==> config.mk <==
export PLATFORM = sky130hd
export DESIGN_NAME = pwm_capture_device
export DESIGN_NICKNAME = d
export VERILOG_FILES = /design/src/rtl/pwm_capture_device.sv
export SDC_FILE = /design/constraint.sdc
export NUM_CORES = 1
export LEC_CHECK = 0
export ABC_CLOCK_PERIOD_IN_PS = 7920
export CAP_MARGIN = 15
export CORE_MARGIN = 4
export CORE_UTILIZATION = 60
export DETAILED_ROUTE_END_ITERATION = 10
export PLACE_DENSITY = 0.84
export SLEW_MARGIN = 20
export SYNTH_ARGS = -nofsm -noshare
export SYNTH_HDL_FRONTEND = slang
export SYNTH_SLANG_ARGS = --single-unit
==> constraint.sdc <==
create_clock -name clk -period 7.92 [get_ports clk]
set_clock_uncertainty 0.05 [all_clocks]
set_input_delay 1.188 -clock clk [delete_from_list [all_inputs] [get_ports clk]]
set_output_delay 1.188 -clock clk [all_outputs]
set_load 0.05 [all_outputs]
==> src/rtl/pwm_capture_device.sv <==
// PWM capture peripheral: measures high time and period on CHANNELS asynchronous
// inputs and exposes results, W1C status flags and a level interrupt on the local bus.
module pwm_capture_device #(
  parameter int ID       = 1,
  parameter int CHANNELS = 4,
  parameter int WIDTH    = 32
) (
  input  logic                clk,
  input  logic                rst,
  input  logic                peripheralEnable,
  input  logic                peripheralBus_we,
  input  logic                peripheralBus_oe,
  output logic                peripheralBus_busy,
  input  logic [15:0]         peripheralBus_address,
  input  logic [3:0]          peripheralBus_byteSelect,
  input  logic [31:0]         peripheralBus_dataWrite,
  output logic [31:0]         peripheralBus_dataRead,
  output logic                requestOutput,
  input  logic [CHANNELS-1:0] capture_in,
  output logic                capture_irq
);

  typedef enum logic [1:0] {ST_IDLE, ST_HIGH, ST_LOW} state_e;

  localparam logic [3:0]       DEV_ID  = 4'(ID);
  localparam logic [7:0]       CH_END  = 8'(16 + 8 * CHANNELS);
  localparam logic [WIDTH-1:0] CNT_MAX = '1;

  logic [CHANNELS-1:0] sync1_q, sync2_q, sync3_q;
  logic [CHANNELS-1:0] rise, fall, cap;
  state_e              state_q  [CHANNELS];
  state_e              state_d  [CHANNELS];
  logic [WIDTH-1:0]    cnt_q    [CHANNELS];
  logic [WIDTH-1:0]    cnt_d    [CHANNELS];
  logic [WIDTH-1:0]    hlat_q   [CHANNELS];
  logic [WIDTH-1:0]    hlat_d   [CHANNELS];
  logic [WIDTH-1:0]    high_q   [CHANNELS];
  logic [WIDTH-1:0]    high_d   [CHANNELS];
  logic [WIDTH-1:0]    period_q [CHANNELS];
  logic [WIDTH-1:0]    period_d [CHANNELS];
  logic                enable_q, enable_d;
  logic [CHANNELS-1:0] irq_en_q, irq_en_d;
  logic [CHANNELS-1:0] valid_q, valid_d, ovf_q, ovf_d;
  logic [CHANNELS-1:0] clr_valid, clr_ovf;
  logic                irq_q, irq_d;

  logic        hit, wr_cfg, wr_stat, rd_hit;
  logic [7:0]  offset;
  logic [2:0]  ch_idx;
  logic [31:0] rd_data;
  logic        unused_bus;

  assign offset   = peripheralBus_address[7:0];
  assign ch_idx   = 3'((offset - 8'h10) >> 3);
  assign hit      = peripheralEnable && (peripheralBus_address[11:8] == DEV_ID);
  assign wr_cfg   = hit && peripheralBus_we && (offset == 8'h00);
  assign wr_stat  = hit && peripheralBus_we && (offset == 8'h04);
  assign rise     = sync2_q & ~sync3_q;
  assign fall     = ~sync2_q & sync3_q;
  assign unused_bus = ^{peripheralBus_address[15:12], peripheralBus_dataWrite,
                        peripheralBus_byteSelect};

  always_comb begin : reg_write
    // NOTE: every signal gets a default before any branch, so no path can infer a latch.
    enable_d  = enable_q;
    irq_en_d  = irq_en_q;
    clr_valid = '0;
    clr_ovf   = '0;
    if (wr_cfg) begin
      if (peripheralBus_byteSelect[0]) enable_d = peripheralBus_dataWrite[0];
      for (int i = 0; i < CHANNELS; i++)
        if (peripheralBus_byteSelect[(4 + i) / 8]) irq_en_d[i] = peripheralBus_dataWrite[4 + i];
    end
    if (wr_stat) begin
      if (peripheralBus_byteSelect[0]) clr_valid = peripheralBus_dataWrite[CHANNELS-1:0];
      if (peripheralBus_byteSelect[1]) clr_ovf   = peripheralBus_dataWrite[8 +: CHANNELS];
    end
  end

  always_comb begin : fsm_next
    cap = '0;
    for (int n = 0; n < CHANNELS; n++) begin
      state_d[n]  = state_q[n];
      cnt_d[n]    = (cnt_q[n] == CNT_MAX) ? CNT_MAX : cnt_q[n] + 1'b1;
      hlat_d[n]   = hlat_q[n];
      high_d[n]   = high_q[n];
      period_d[n] = period_q[n];
      if (!enable_q) begin
        state_d[n] = ST_IDLE;
        cnt_d[n]   = '0;
      end else begin
        case (state_q[n])
          ST_IDLE: begin
            cnt_d[n] = '0;
            if (rise[n]) begin
              state_d[n] = ST_HIGH;
              cnt_d[n]   = WIDTH'(1);
            end
          end
          ST_HIGH: begin
            // A rise without a seen fall commits the whole period as high time.
            if (rise[n]) begin
              cap[n]      = 1'b1;
              high_d[n]   = cnt_q[n];
              period_d[n] = cnt_q[n];
              cnt_d[n]    = WIDTH'(1);
            end else if (fall[n]) begin
              hlat_d[n]  = cnt_q[n];
              state_d[n] = ST_LOW;
            end
          end
          ST_LOW: begin
            if (rise[n]) begin
              cap[n]      = 1'b1;
              high_d[n]   = hlat_q[n];
              period_d[n] = cnt_q[n];
              cnt_d[n]    = WIDTH'(1);
              state_d[n]  = ST_HIGH;
            end
          end
          default: state_d[n] = ST_IDLE;
        endcase
      end
    end
  end

  // Hardware set takes priority over a same-cycle software clear.
  assign valid_d = (valid_q & ~clr_valid) | cap;
  assign ovf_d   = (ovf_q & ~clr_ovf) | (cap & valid_q);
  assign irq_d   = |(valid_d & irq_en_d);

  always_comb begin : reg_read
    rd_hit  = 1'b0;
    rd_data = '0;
    if (offset == 8'h00) begin
      rd_hit            = 1'b1;
      rd_data[0]        = enable_q;
      rd_data[4 +: CHANNELS] = irq_en_q;
    end else if (offset == 8'h04) begin
      rd_hit                 = 1'b1;
      rd_data[CHANNELS-1:0]  = valid_q;
      rd_data[8 +: CHANNELS] = ovf_q;
    end else if (offset >= 8'h10 && offset < CH_END && offset[1:0] == 2'b00) begin
      rd_hit = 1'b1;
      for (int n = 0; n < CHANNELS; n++)
        if (ch_idx == 3'(n)) rd_data = 32'(offset[2] ? period_q[n] : high_q[n]);
    end
  end

  always_ff @(posedge clk) begin
    // NOTE: non-blocking assignments so every flop samples pre-edge values.
    if (rst) begin
      sync1_q  <= '0;
      sync2_q  <= '0;
      sync3_q  <= '0;
      enable_q <= 1'b0;
      irq_en_q <= '0;
      valid_q  <= '0;
      ovf_q    <= '0;
      irq_q    <= 1'b0;
      // NOTE: the per-channel arrays are plain flops, not RAM, so they take reset too.
      for (int n = 0; n < CHANNELS; n++) begin
        state_q[n]  <= ST_IDLE;
        cnt_q[n]    <= '0;
        hlat_q[n]   <= '0;
        high_q[n]   <= '0;
        period_q[n] <= '0;
      end
    end else begin
      sync1_q  <= capture_in;
      sync2_q  <= sync1_q;
      sync3_q  <= sync2_q;
      enable_q <= enable_d;
      irq_en_q <= irq_en_d;
      valid_q  <= valid_d;
      ovf_q    <= ovf_d;
      irq_q    <= irq_d;
      for (int n = 0; n < CHANNELS; n++) begin
        state_q[n]  <= state_d[n];
        cnt_q[n]    <= cnt_d[n];
        hlat_q[n]   <= hlat_d[n];
        high_q[n]   <= high_d[n];
        period_q[n] <= period_d[n];
      end
    end
  end

  assign peripheralBus_busy     = 1'b0;
  assign requestOutput          = hit && peripheralBus_oe && rd_hit;
  assign peripheralBus_dataRead = requestOutput ? rd_data : 32'h0;
  assign capture_irq            = irq_q;

endmodule
==> results.cfg, run 1 <==
[floorplanning]
coreArea_sq_mm = 0.0408
die_h_um = 211
start_util_pct = 60.6
io_pins = 96
fp.dieW_um = 211
dieArea_sq_mm = 0.0446
rows = 74

[setup_path]
cp.arrival_ns = 6.07
cp_max_fo = 22
crit_slowest_cell = clkdlybuf4s50_1
crit_start = peripheralBus_address[4]
endpoint_kind = output pin
crit_type = input pin to output pin
start_kind = input pin
crit_required_ns = 6.68
cp_cell_sequence = clkdlybuf4s50_1 > inv_1 > ha_1 > nand3_1 > a211oi_1 > a2111oi_4 > clkdlybuf4s50_1
slowest_delay_ns = 1.04
r2r-start = state_q[3][0]$_SDFFE_PP0P_
cp_common_cell = clkdlybuf4s50_1

[synthesis]
synthMuxAreaShare_pct = 10.3
seq_area_frac_synth_pct = 44.2
syn_area_sq_mm = 0.0248
synthXorXnorAreaFrac_pct = 3.25
synth_cell_types = 72
async_flop_share_pct = 0
synth-seq-cells = 546
synthAdderAreaFrac_pct = 1.52
synthTopCellsByCount = 574 x nand2_1, 546 x dfxtp_1, 411 x a21oi_1
synth_flop_cell = dfxtp_1
synthCells = 2906
syn_avg_cell_area_sq_um = 8.52
synth_area_leaders = dfxtp_1 44%, nand2_1 8.7%, a21oi_1 8.3%
synth_edf_count = 0
synth_top_cell_by_area = dfxtp_1
synth_top_family_by_area = simple AND/OR/NAND/NOR gates
synth.net_count = 2997
yosys.cell_count.top_type = nand2_1
yosysWarnings = 0
synth-compound-area-share_pct = 16.3
netlist.area_leader.share_pct = 44.2
synthSimpleGateAreaFrac_pct = 20.0

[power]
p_leak_nw = 8.23
total_power_w = 0.00553
powerDensity_mw_per_mm2 = 203
vdd_ir_drop_max_uv = 155

[global_route]
grt_pass1_wl_um = 109000
grt_pass1_vias = 20600
groute.usage.overall_pct = 30.1
grt.overflow.total = 0
grt_max_degree = 220
antenna_found_initial = 0

[cts]
clock_path_buffers = 3
h-tree-depth = 2
clk_latency_ns = 0.61
path_clk_slew_ns = 0.06
cts_buffers = 55
cts_resized = 0
cts-root-buf = clkbuf_16
cts_setup_buffers = 0
cts_tree = built
hold_buffers = 0
cts.sinks = 546

[timing]
rsz0062_at_grt = false
post-route-min-period_ns = 7.31
maxSlewHeadroom_pct = 19.0
worstMarginPinSlew_ns = 1.20
final.setup.tns_ns = 0
setup_violations = 0
hold_viol = 0
clock.fmax_ghz = 0.137
maxSlewViolCount = 0
fin_crit_sh_pct = 92.3

[place]
dpl_cell_area_sq_mm = 0.0254
dpl.hpwl_um = 43800
place.gp.congestion = 0.878
numPortBuffers = 68

[drt]
detail_route.vias_per_cell = 6.26
drt_wl_total_um = 69100
drc = 0
vias = 21300
dr.pass1.iters = 6
post_drt_wl_per_cell_um = 20.4
drt_iter0_markers = 2391
ant_nets = 0

[worst_hold_path]
hold_class = register to register
min_from = sync1_q[2]$_SDFF_PP0_

[status]
status = finished clean

[layout]
antenna_cells = 0
drive_gt1_share_pct = 7.41
stdcell_area_sq_mm = 0.0273
syn_to_final_growth_pct = 10.2
num-nets-final = 2908

[job]
cap_violations = 0
-- worst paths after layout --
path | slack (ns) | end | cells past startpoint
worst max-delay path | 0.61 | peripheralBus_dataRead[30] | 7
worst max register to register | 4.74 | high_q[3][15]$_SDFFE_PP0P_ | 7
worst min-delay path | 0.39 | sync2_q[2]$_SDFF_PP0_ | 1
worst min register to register | 0.39 | sync2_q[2]$_SDFF_PP0_ | 1
-- kinds of logic (layout without fill, tap and decap cells) --
family	after synthesis	count (layout)
AND/OR/NAND/NOR	1100	1100
flip-flops	546	546
buffers and inverters	275	230
multiplexers	214	214
other	1	1
AO/OA/AOI/OAI	648	648
XOR/XNOR	92	92
adder cells (fa/ha/maj)	30	30
-- power breakdown --
part / total, W / leakage (nW) / internal [W] / switching (W)
combinational: 0.000142 / 2.91 / 0.0000440 / 0.0000978
clock: 0.00264 / 0.918 / 0.00155 / 0.00109
sequential: 0.00275 / 4.40 / 0.00275 / 0.00000144
total: 0.00553 / 8.23 / 0.00434 / 0.00119
-- layout make-up --
type                       count  area, sq um
sequential                   546        10900
fill                        3149        13600
tap                          532          666
inverter                      32          120
multi-input combinational   2085        12800
clock inverter                17          170
timing repair buffer          97          915
clock buffer                  84         1680
-- critical path: cells and delay by family --
| kind | cells | cell delay [ns] |
|---|---|---|
| AOI/OAI and AO/OA | 2 | 0.84 |
| adders and majority gates | 1 | 0.82 |
| buffers and inverters | 3 | 2.37 |
| and+or+nand+nor | 1 | 0.83 |
-- layer usage --
layer | share of wire (%) | up-vias | global-route usage (%)
met5 | 0 | - | 0
met4 | 4.9 | 0 | 14.5
met3 | 8.6 | 228 | 5.50
met2 | 46 | 991 | 48.8
met1 | 40 | 10100 | 38.9
li1 | - | 9910 | -
-- cell usage in the layout, fill, tap and decap left out, drive strengths merged, types with 5 or more instances in the layout --
cell type	count
a2111oi	18
nor2	226
a211oi	151
clkinv	14
nor4	20
mux2i	181
and3	33
or2	8
nor3	35
o21ai	31
a21oi	411
and2	11
xnor2	46
clkbuf	84
nand2	575
mux4	32
dfxtp	546
nor3b	5
ha	30
clkdlybuf4s50	65
buf	32
nand3	56
a31oi	8
nand4	27
xor2	46
or4	9
a311oi	6
or3	9
inv	31
and4	21
nor2b	42
nand2b	6
-- metrics by stage --
step | setup WS, ns | hold slack, ns | std cells | utilization [%]
6_report | 0.609 | 0.385 | 3393 | 66.8
5_1_grt | 0.416 | 0.403 | 3393 | 66.8
4_1_cts | 0.715 | 0.388 | 3392 | 66.7
3_5_place_dp | 0.777 | 0.374 | 3291 | 62.2
3_3_place_gp | 0.922 | 0.374 | 3291 | 62.2
2_1_floorplan | 2.25 | 0.364 | 2906 | -
-- registers in the layout, summed over array words and instances, names as in the netlist --
register	flops
sync3_q	4
period_q	128
high_q	128
state_q	8
ovf_q	4
valid_q	4
enable_q	1
hlat_q	128
cnt_q	128
capture_irq	1
sync2_q	4
sync1_q	4
irq_en_q	4
No activity file was read; power rests on OpenSTA's default activity.
==> run 2: changes to the inputs <==
--- a/config.mk
+++ b/config.mk
@@ -5,11 +5,11 @@
 export SDC_FILE = /design/constraint.sdc
 export NUM_CORES = 1
 export LEC_CHECK = 0
-export ABC_CLOCK_PERIOD_IN_PS = 7920
+export ABC_CLOCK_PERIOD_IN_PS = 7600
 export CAP_MARGIN = 15
-export CORE_MARGIN = 4
 export CORE_UTILIZATION = 60
 export DETAILED_ROUTE_END_ITERATION = 10
+export HOLD_SLACK_MARGIN = 0.1
 export PLACE_DENSITY = 0.84
 export SLEW_MARGIN = 20
 export SYNTH_ARGS = -nofsm -noshare
==> constraint.sdc (replaced) <==
create_clock -name clk -period 7.6 [get_ports clk]
set_clock_uncertainty 0.05 [all_clocks]
set_input_delay 1.14 -clock clk [delete_from_list [all_inputs] [get_ports clk]]
set_output_delay 1.14 -clock clk [all_outputs]
set_load 0.05 [all_outputs]
==> results.cfg, run 2 (synthesized netlist as in run 1, its figures left out) <==
[layout]
nFillCells = 3088
final_common_cell = nand2_1
final_cell_mix = 574 x nand2_1, 546 x dfxtp_1, 411 x a21oi_1
multi_input_area_sq_mm = 0.0128
syn_to_final_growth_pct = 10.0
stdcell_area_sq_mm = 0.0272
num-nets-final = 2913
drive_gt1_share_pct = 7.27
final-seq-area_sq_mm = 0.0109

[timing]
rsz0062_at_grt = false
worstMarginPinSlew_ns = 1.20
setup_violations = 0
hold_viol = 0
maxSlewViolCount = 0
final.setup.tns_ns = 0
fin_crit_sh_pct = 85.4
clock.fmax_ghz = 0.154
maxSlewHeadroom_pct = 19.5
post-route-min-period_ns = 6.49

[cts]
cts-root-buf = clkbuf_16
path_clk_slew_ns = 0.06
cts_resized = 0
clock_path_buffers = 3
h-tree-depth = 2
clk_latency_ns = 0.62
cts_setup_buffers = 0
cts_tree = built
cts.sinks = 546
hold_buffers = 0
cts_buffers = 54

[setup_path]
critPathTopFamily = buffers and inverters
cp_common_cell = clkdlybuf4s50_1
r2r-start = cnt_q[2][3]$_SDFF_PP0_
crit_required_ns = 6.41
cp_max_fo = 20
crit_type = input pin to output pin
cp.arrival_ns = 5.30
cp_cell_sequence = clkdlybuf4s50_1 > inv_1 > ha_1 > nand3_1 > a211oi_1 > a2111oi_4 > clkdlybuf4s50_1
ff2ff_path_depth = 5
rrSetupSlack_ns = 4.64
slowest_delay_ns = 0.97
start_kind = input pin
r2r-end = cnt_q[2][2]$_SDFF_PP0_
endpoint_kind = output pin
worst-path-buf-inv = 3
crit_slowest_cell = clkdlybuf4s50_1

[floorplanning]
coreArea_sq_mm = 0.0407
die_h_um = 205
io_pins = 96
start_util_pct = 60.8
fp.dieW_um = 205
dieArea_sq_mm = 0.0421
rows = 74

[place]
dpl_cell_area_sq_mm = 0.0254
dpl.hpwl_um = 45500
place.gp.congestion = 0.899
numPortBuffers = 68

[drt]
detail_route.vias_per_cell = 6.32
drc = 0
dr.pass1.iters = 8
ant_nets = 0
vias = 21500
drt_wl_total_um = 70700
drt_iter0_markers = 2276
post_drt_wl_per_cell_um = 20.8

[worst_hold_path]
holdPathEnd = sync2_q[0]$_SDFF_PP0_
whs_path_depth = 1
min_from = sync1_q[0]$_SDFF_PP0_
hold_class = register to register

[power]
p_leak_nw = 8.22
total_power_w = 0.00569
vdd_ir_drop_max_uv = 182
powerDensity_mw_per_mm2 = 209

[global_route]
grt_pass1_vias = 20600
antenna_found_initial = 4
grt.overflow.total = 0
groute.usage.overall_pct = 33.0
grt_pass1_wl_um = 110000
grt_max_degree = 212

[status]
status = finished clean

[job]
cap_violations = 0
==> run 2: power by group <==
group / switching, W / internal, W / total, W
Clock: 0.00114 / 0.00153 / 0.00267
Sequential: 0.00000147 / 0.00286 / 0.00287
Combinational: 0.000103 / 0.0000465 / 0.000149
Total: 0.00125 / 0.00444 / 0.00569
==> run 2: worst max path at each step <==
| stage | startpoint | end | slack (ns) | cells after the start |
|---|---|---|---|---|
| global placement | peripheralBus_address[4] | peripheralBus_dataRead[29] | 1.31 | 9 |
| CTS | peripheralBus_address[4] | peripheralBus_dataRead[29] | 1.24 | 7 |
| detailed placement | peripheralBus_address[4] | peripheralBus_dataRead[29] | 1.26 | 7 |
| floorplan | peripheralBus_address[4] | peripheralBus_dataRead[0] | 2.02 | 10 |
| global route | peripheralBus_address[4] | peripheralBus_dataRead[8] | 0.99 | 8 |
| finish | peripheralBus_address[4] | peripheralBus_dataRead[29] | 1.11 | 7 |
==> run 2: metrics by stage <==
stage	worst slack (ns)	cells	hold slack, ns	utilization, %
finish	1.11	3397	0.400	66.8
global route	0.994	3397	0.414	66.8
CTS	1.24	3395	0.401	66.8
detailed placement	1.26	3298	0.386	62.5
global placement	1.31	3297	0.386	62.4
floorplan	2.02	2906	0.364	-
==> run 2: per-layer routing <==
metal / routed length (um) / vias to the layer above / global-route usage [%]
met5: 24 / - / 0
met2: 33000 / 1062 / 53.4
met3: 6490 / 212 / 6.57
li1: - / 9918 / -
met1: 27800 / 10300 / 41.5
met4: 3390 / 4 / 17.8
==> run 2: layout make-up <==
| class | count | share of cell area (%) |
|---|---|---|
| Clock inverter | 13 | 0.588 |
| Inverter | 32 | 0.441 |
| Sequential cell | 546 | 40.1 |
| Tap cell | 532 | 2.44 |
| Antenna cell | 2 | 0.0184 |
| Clock buffer | 84 | 5.93 |
| Timing Repair Buffer | 103 | 3.54 |
| Multi-Input combinational cell | 2085 | 46.9 |
==> run 2: worst register-to-register path: stages (launching register included) <==
cell     delay [ns]
dfxtp_1        0.50
and4_1         0.36
nand3_1        0.22
nor4_2         0.84
nand2_2        0.58
a21oi_1        0.32
